`config.mk`:
```
export PLATFORM = sky130hd
export DESIGN_NAME = i2s_sample_tx
export DESIGN_NICKNAME = d
export VERILOG_FILES = /design/src/rtl/i2s_sample_tx.sv
export SDC_FILE = /design/constraint.sdc
export NUM_CORES = 1
export LEC_CHECK = 0
export BUFFER_PORTS_ARGS = -buffer_cell sky130_fd_sc_hd__buf_2
export CELL_PAD_IN_SITES_DETAIL_PLACEMENT = 2
export CELL_PAD_IN_SITES_GLOBAL_PLACEMENT = 2
export CORE_UTILIZATION = 39
export CTS_CLUSTER_DIAMETER = 200
export DETAILED_ROUTE_END_ITERATION = 7
export PLACE_DENSITY = 0.83
export SLEW_MARGIN = 40
export SYNTH_ARGS = -nofsm -noshare
export SYNTH_HDL_FRONTEND = slang
export SYNTH_SLANG_ARGS = --single-unit
```
`constraint.sdc`:
```
create_clock -name clk -period 2.63 [get_ports clk]
set_clock_uncertainty 0.1 [all_clocks]
set_input_delay 0.1315 -clock clk [delete_from_list [all_inputs] [get_ports clk]]
set_output_delay 0.1315 -clock clk [all_outputs]
set_load 0.02 [all_outputs]
```
`src/rtl/i2s_sample_tx.sv`:
```
// i2s_sample_tx: I2S transmitter at the codec end of the sample path.
// Emits the frame-rate new_frame strobe that paces the upstream player and
// serializes the held 16-bit sample, MSB first with the I2S one-bit delay,
// into both the left and right 32-bit slots. BCLK_HALF must be >= 2.
// Every output is a flop; inputs only reach outputs through registered state.

module i2s_sample_tx #(
  parameter int BCLK_HALF = 8
) (
  input  logic        clk,
  input  logic        reset,
  input  logic [15:0] sample_in,
  input  logic        mute,
  output logic        new_frame,
  output logic        bclk,
  output logic        lrclk,
  output logic        sdata
);

  localparam int DIV_W = (BCLK_HALF > 2) ? $clog2(BCLK_HALF) : 1;
  localparam logic [DIV_W-1:0] DIV_LAST = DIV_W'(BCLK_HALF - 1);

  logic [DIV_W-1:0] div_cnt;
  logic [5:0]       bit_cnt;
  logic [15:0]      hold;

  logic             div_wrap;
  logic             fall_evt;
  logic             frame_evt;
  logic [5:0]       bit_nxt;
  logic [4:0]       slot_pos;
  logic [3:0]       msb_idx;
  logic             slot_bit;

  // A fall event is the divider wrap while bclk is high; the bit counter
  // advances there, so all slot decoding looks at the post-increment count.
  assign div_wrap  = (div_cnt == DIV_LAST);
  assign fall_evt  = div_wrap & bclk;
  assign bit_nxt   = bit_cnt + 6'd1;
  assign frame_evt = fall_evt & (bit_nxt == 6'd0);
  assign slot_pos  = bit_nxt[4:0];
  assign msb_idx   = 4'(5'd16 - slot_pos);

  // Data bit for the slot position about to start; zero in the delay bit and pad
  always_comb begin
    slot_bit = 1'b0;
    if ((slot_pos >= 5'd1) && (slot_pos <= 5'd16)) begin
      slot_bit = hold[msb_idx];
    end
  end

  // Half-period divider for the bit clock
  always_ff @(posedge clk or negedge reset) begin
    if (!reset) begin
      div_cnt <= '0;
    end else if (div_wrap) begin
      div_cnt <= '0;
    end else begin
      div_cnt <= div_cnt + 1'b1;
    end
  end

  // Bit clock toggles at every divider wrap
  always_ff @(posedge clk or negedge reset) begin
    if (!reset) begin
      bclk <= 1'b0;
    end else if (div_wrap) begin
      bclk <= ~bclk;
    end
  end

  // Bit position within the frame and word select; reset to 63 so the first
  // fall event after reset wraps to 0 and opens a frame
  always_ff @(posedge clk or negedge reset) begin
    if (!reset) begin
      bit_cnt <= 6'd63;
      lrclk   <= 1'b0;
    end else if (fall_evt) begin
      bit_cnt <= bit_nxt;
      lrclk   <= bit_nxt[5];
    end
  end

  // Capture the upstream sample once per frame; it stays fixed for both slots
  always_ff @(posedge clk or negedge reset) begin
    if (!reset) begin
      hold <= 16'h0000;
    end else if (frame_evt) begin
      hold <= sample_in;
    end
  end

  // Serial data launches with the bclk falling edge; mute is applied per bit
  always_ff @(posedge clk or negedge reset) begin
    if (!reset) begin
      sdata <= 1'b0;
    end else if (fall_evt) begin
      sdata <= mute ? 1'b0 : slot_bit;
    end
  end

  // One-cycle frame strobe following the wrap to bit 0
  always_ff @(posedge clk or negedge reset) begin
    if (!reset) begin
      new_frame <= 1'b0;
    end else begin
      new_frame <= frame_evt;
    end
  end

endmodule

```
# Word-level counts from Yosys, hierarchy flattened
# Cells that the tools add are included.
[classes]
addsub = 3
magnitude_cmp = 3
eq_ne = 1
mux = 5
n_bitwise = 3
n_reduce_logical = 2
[op_table]
columns = ["operator", "n"]
rows = [
  ["$add A6 B1 Y6 const B", 1],
  ["$logic_not A6 Y1", 1],
  ["$ge A5 B1 Y1 const B", 1],
  ["$le A5 B5 Y1 const B", 1],
  ["$lt A4 B5 Y1 const B", 1],
  ["$bmux W1 S4", 1],
  ["$sub A1 B4 Y4 const A", 1],
  ["$add A3 B1 Y3 const B", 1],
  ["$eq A3 B3 Y1 const B", 1],
  ["$mux W1", 3],
  ["$mux W3", 1],
  ["$and A1 B1 Y1", 2],
  ["$logic_and A1 B1 Y1", 1],
  ["$not A1 Y1", 1],
]
[totals]
regBits = 29
inputBits = 19
output_inout_bits = 4
word_cells = 24

# Longest topological paths before layout
[depth]
depth_word = 6
depth_mapped = 7
mapped_depth_nobuf = 6

# Worst setup path before layout
# OpenSTA, ideal clock, no wires.
[synth_path]
kind = "reg-to-reg"
from = "register bit_cnt[0]"
to = "register sdata"
setup_time_ps = 121
arrival_time_ps = 2112
required_ps = 2409
path_slack_ps = 297
path_stages_with_launch = 8
path_buffers = 1
period_less_slack_ps = 2333
path_cell_list = "dfstp_2 > inv_1 > ha_1 > clkbuf_1 > mux4_2 > mux2i_1 > mux2i_1 > a22o_1"
[synth_between]
elab_chain_len = 6
word_cells_on_any_way = 9
classes_between = "add/sub (2); order compare (2); mux (4); reduce/logical (1)"
[synth_lines]
columns = ["item", "line", "source"]
rows = [
  ["from (decl)", "24", "logic [5:0] bit_cnt;"],
  ["from (signal assigned)", "79", "bit_cnt <= bit_nxt;"],
  ["$add A6 B1 Y6 *", "39", "assign bit_nxt = bit_cnt + 6'd1;"],
  ["named net bit_nxt[0]", "30", "logic [5:0] bit_nxt;"],
  ["$sub A1 B4 Y4", "42", "assign msb_idx = 4'(5'd16 - slot_pos);"],
  ["$bmux W1 S4", "48", "slot_bit = hold[msb_idx];"],
  ["$mux W1 (not written as such)", "48", ""],
  ["$mux W1 *", "47", "if ((slot_pos >= 5'd1) && (slot_pos <= 5'd16)) begin"],
  ["$mux W1 *", "98", "sdata <= mute ? 1'b0 : slot_bit;"],
  ["to (signal assigned)", "98", ""],
  ["to (decl)", "17", "output logic sdata"],
]
# Mark *: on every way through the listed nets, which the timed path passes. The rest lies on a longest branch. The select of a mux whose other input is x is not followed.
# A chain may end at the register's enable or synchronous reset.

# Worst setup path in the final report
# Ends and elaborated chain as after synthesis.

==> flow_metrics.env <==
export IMPL_run_status="finished, final reports clean"
export IMPL_die_area_um2=3920
export IMPL_synth_fp_nets=119
export IMPL_p_int_uw=627
export IMPL_numPortBuffers=22
export IMPL_start_util=0.419
export IMPL_p_seq_frac=0.558
export IMPL_period_share=0.933
export IMPL_firstDrtPassIters=2
export IMPL_p_sw_uw=172
export IMPL_crit_chain="inv_1 > ha_1 > mux4_2 > mux2i_1 > mux2i_1 > a22o_1"
export IMPL_finalMaxSlewViolations=0
export IMPL_placed_area_um2=1570
export IMPL_nFillCells=330
export IMPL_fin_hold_ws_ns=0.0572
export IMPL_tightest_slew_ns=0.657
export IMPL_dp_slack_ns=0.164
export IMPL_clockBufferDepth=2
export IMPL_postCtsSetupRepairBufs=0
export IMPL_timing_setup_tns_ns=0
export IMPL_grt_total_usage=0.211
export IMPL_rows=21
export IMPL_critical_path_class="reg2reg"
export IMPL_route_vias_total=906
export IMPL_swShare=0.216
export IMPL_synth_top_area_share=0.402
export IMPL_finalWorstSetupSlack_ns=0.176
export IMPL_slew_headroom=0.562
export IMPL_rsz0062_at_grt="false"
export IMPL_clockPowerShare=0.387
export IMPL_die_h_um=62.6
export IMPL_routed_wl_um=3580
export IMPL_p_leak_uw=0.000887
export IMPL_max_cap_viol_count=0
export IMPL_synth_area_leaders="dfrtp_1 40%, dfstp_2 11%, mux2_4 9.4%"
export IMPL_power_density_nw_per_um2=442
export IMPL_clk_latency_ns=0.32
export IMPL_routabilityCongestion=0.740
export IMPL_place_hpwl_um=2350
export IMPL_fin_crit_ns=2.45
export IMPL_syn_inst=96
export IMPL_critPathLaunchType="flop"
export IMPL_diodes=0
export IMPL_post_cts_resized=0
export IMPL_final_cell_mix="23 x dfrtp_1, 22 x buf_2, 17 x dlygate4sd3_1, 9 x mux2_4, 8 x mux2_2"
export IMPL_setup_viol_count_final=0
export IMPL_area_growth_pct=26.4
export IMPL_fp_coreArea_um2=3420
export IMPL_cts_clk_slew_worst_paths_ns=0.10
export IMPL_yosys_warnings=0
export IMPL_synth_area_per_cell_um2=14.9
export IMPL_vias_per_cell=4.87
export IMPL_irDropWorstVdd_mv=0.286
export IMPL_dr_first_iter_drc_count=11
export IMPL_synth_seq_cells=29
export IMPL_htreeDepth=2
export IMPL_p_total_uw=799
export IMPL_drive_above_1_share=0.464
export IMPL_worstPathArrival_ns=2.56
export IMPL_ios=23
export IMPL_grt_max_degree=30
export IMPL_crit_slowest_cell="dfstp_2"
export IMPL_gr_total_overflow=0
export IMPL_hold_viol_final=0
export IMPL_drc=0
export IMPL_design_area_um2=1810
export IMPL_cts_made_buffers=5
export IMPL_cp_required_ns=2.74
export IMPL_grt_antenna_before_repair=0
export IMPL_avgRoutedWirePerCell_um=19.2
export IMPL_die_w_um=62.6
export IMPL_grt_pass1_wl_um=5960
export IMPL_synth_cell_type_count=31
export IMPL_synth_largest_area_cell="dfrtp_1"
export IMPL_path_common_cell="mux2i_1"
export IMPL_crit_path_max_incr_delay_ns=0.59
export IMPL_hp_class="in2reg"
export IMPL_final_common_cell="dfrtp_1"
export IMPL_final_antenna_net_count=0
export IMPL_synth_seq_area_share=0.512
export IMPL_cts_tree="built"
export IMPL_path_max_fanout=6
export IMPL_synthesis_area_um2=1430
export IMPL_comb_power_share=0.055
export IMPL_nets=162
export IMPL_ctsHoldBuffers=17
export IMPL_end_kind="flop"
export IMPL_timing_fmax_ghz=0.408
export IMPL_clock_root_buffer="clkbuf_4"
export IMPL_grt_pass1_vias=1099
export IMPL_cts_sinks=29
-- cell usage after synthesis (all sizes together) --
master / count
dfrtp: 23
mux2: 17
xor2: 7
dfstp: 6
xnor2: 5
ha: 4
mux4: 4
nand2: 4
nand3: 4
buf: 3
inv: 3
mux2i: 3
nor2: 3
nor4: 2
a2111oi: 1
a22o: 1
clkbuf: 1
nand4: 1
nor2b: 1
nor3: 1
o21ai: 1
or3: 1
-- layer usage --
metal | global-route usage | part of all wire | vias to the layer above
met5 | 0 | 0 | -
met4 | 0.0814 | 0.025 | 0
met3 | 0.0511 | 0.027 | 11
met2 | 0.374 | 0.53 | 19
met1 | 0.245 | 0.42 | 456
li1 | - | - | 420
-- final cells by class --
class | count | area, um^2 | area share
Clock buffer | 7 | 65.1 | 0.0359
Multi-Input combinational cell | 60 | 651 | 0.359
Tap cell | 46 | 57.6 | 0.0318
Inverter | 3 | 11.3 | 0.00622
Sequential cell | 29 | 733 | 0.405
Clock inverter | 1 | 5.00 | 0.00276
Timing Repair Buffer | 40 | 288 | 0.159
-- kinds of logic (layout without fill, tap and decap cells) --
group | after synthesis | in the layout | share of synthesized area
fa+ha+maj | 4 | 4 | 0.0349
mux | 24 | 24 | 0.241
compound gates | 3 | 3 | 0.0157
simple gates | 17 | 17 | 0.0786
xor+xnor | 12 | 12 | 0.0838
buf+inv | 7 | 51 | 0.0341
flops | 29 | 29 | 0.512
-- path summary, 6_finish.rpt --
path                             from         end  slack [ns]  cells after the start
max reg2reg                bit_cnt[0]       sdata        0.18                      6
max in group asynchronous       reset    hold[13]        1.72                      2
min                              mute       sdata        0.06                      3
min in group asynchronous       reset       lrclk        0.27                      2
max                        bit_cnt[0]       sdata        0.18                      6
min reg2reg                div_cnt[0]  div_cnt[0]        0.34                      1
-- state kept, by name, summed over array words and instances (netlist names) --
register / flops
div_cnt: 3
lrclk: 1
new_frame: 1
bit_cnt: 6
sdata: 1
hold: 16
bclk: 1
-- stage by stage --
step / utilization / instances
5_1_grt: 0.530 / 186
6_report: 0.530 / 186
2_1_floorplan: - / 96
3_5_place_dp: 0.460 / 161
3_3_place_gp: 0.460 / 161
4_1_cts: 0.530 / 186
-- power groups by stage --
| stage | clock network, uW | logic (uW) | registers, uW |
|---|---|---|---|
| 4_1_cts | 321 | 42.2 | 446 |
| 6_report | 310 | 43.7 | 446 |
| 3_5_place_dp | 0 | 22.7 | 454 |
| 3_3_place_gp | 0 | 21.2 | 454 |
| 2_1_floorplan | 0 | 0.421 | 455 |
| 5_1_grt | 333 | 47.7 | 446 |
-- critical path, delay by kind of cell (launching register included) --
family	cells	cell delay [ns]
fa+ha+maj	1	0.50
flops	1	0.59
buf+inv	1	0.11
mux	3	0.83
compound gates	1	0.20
(Power assumes the default switching activity.)
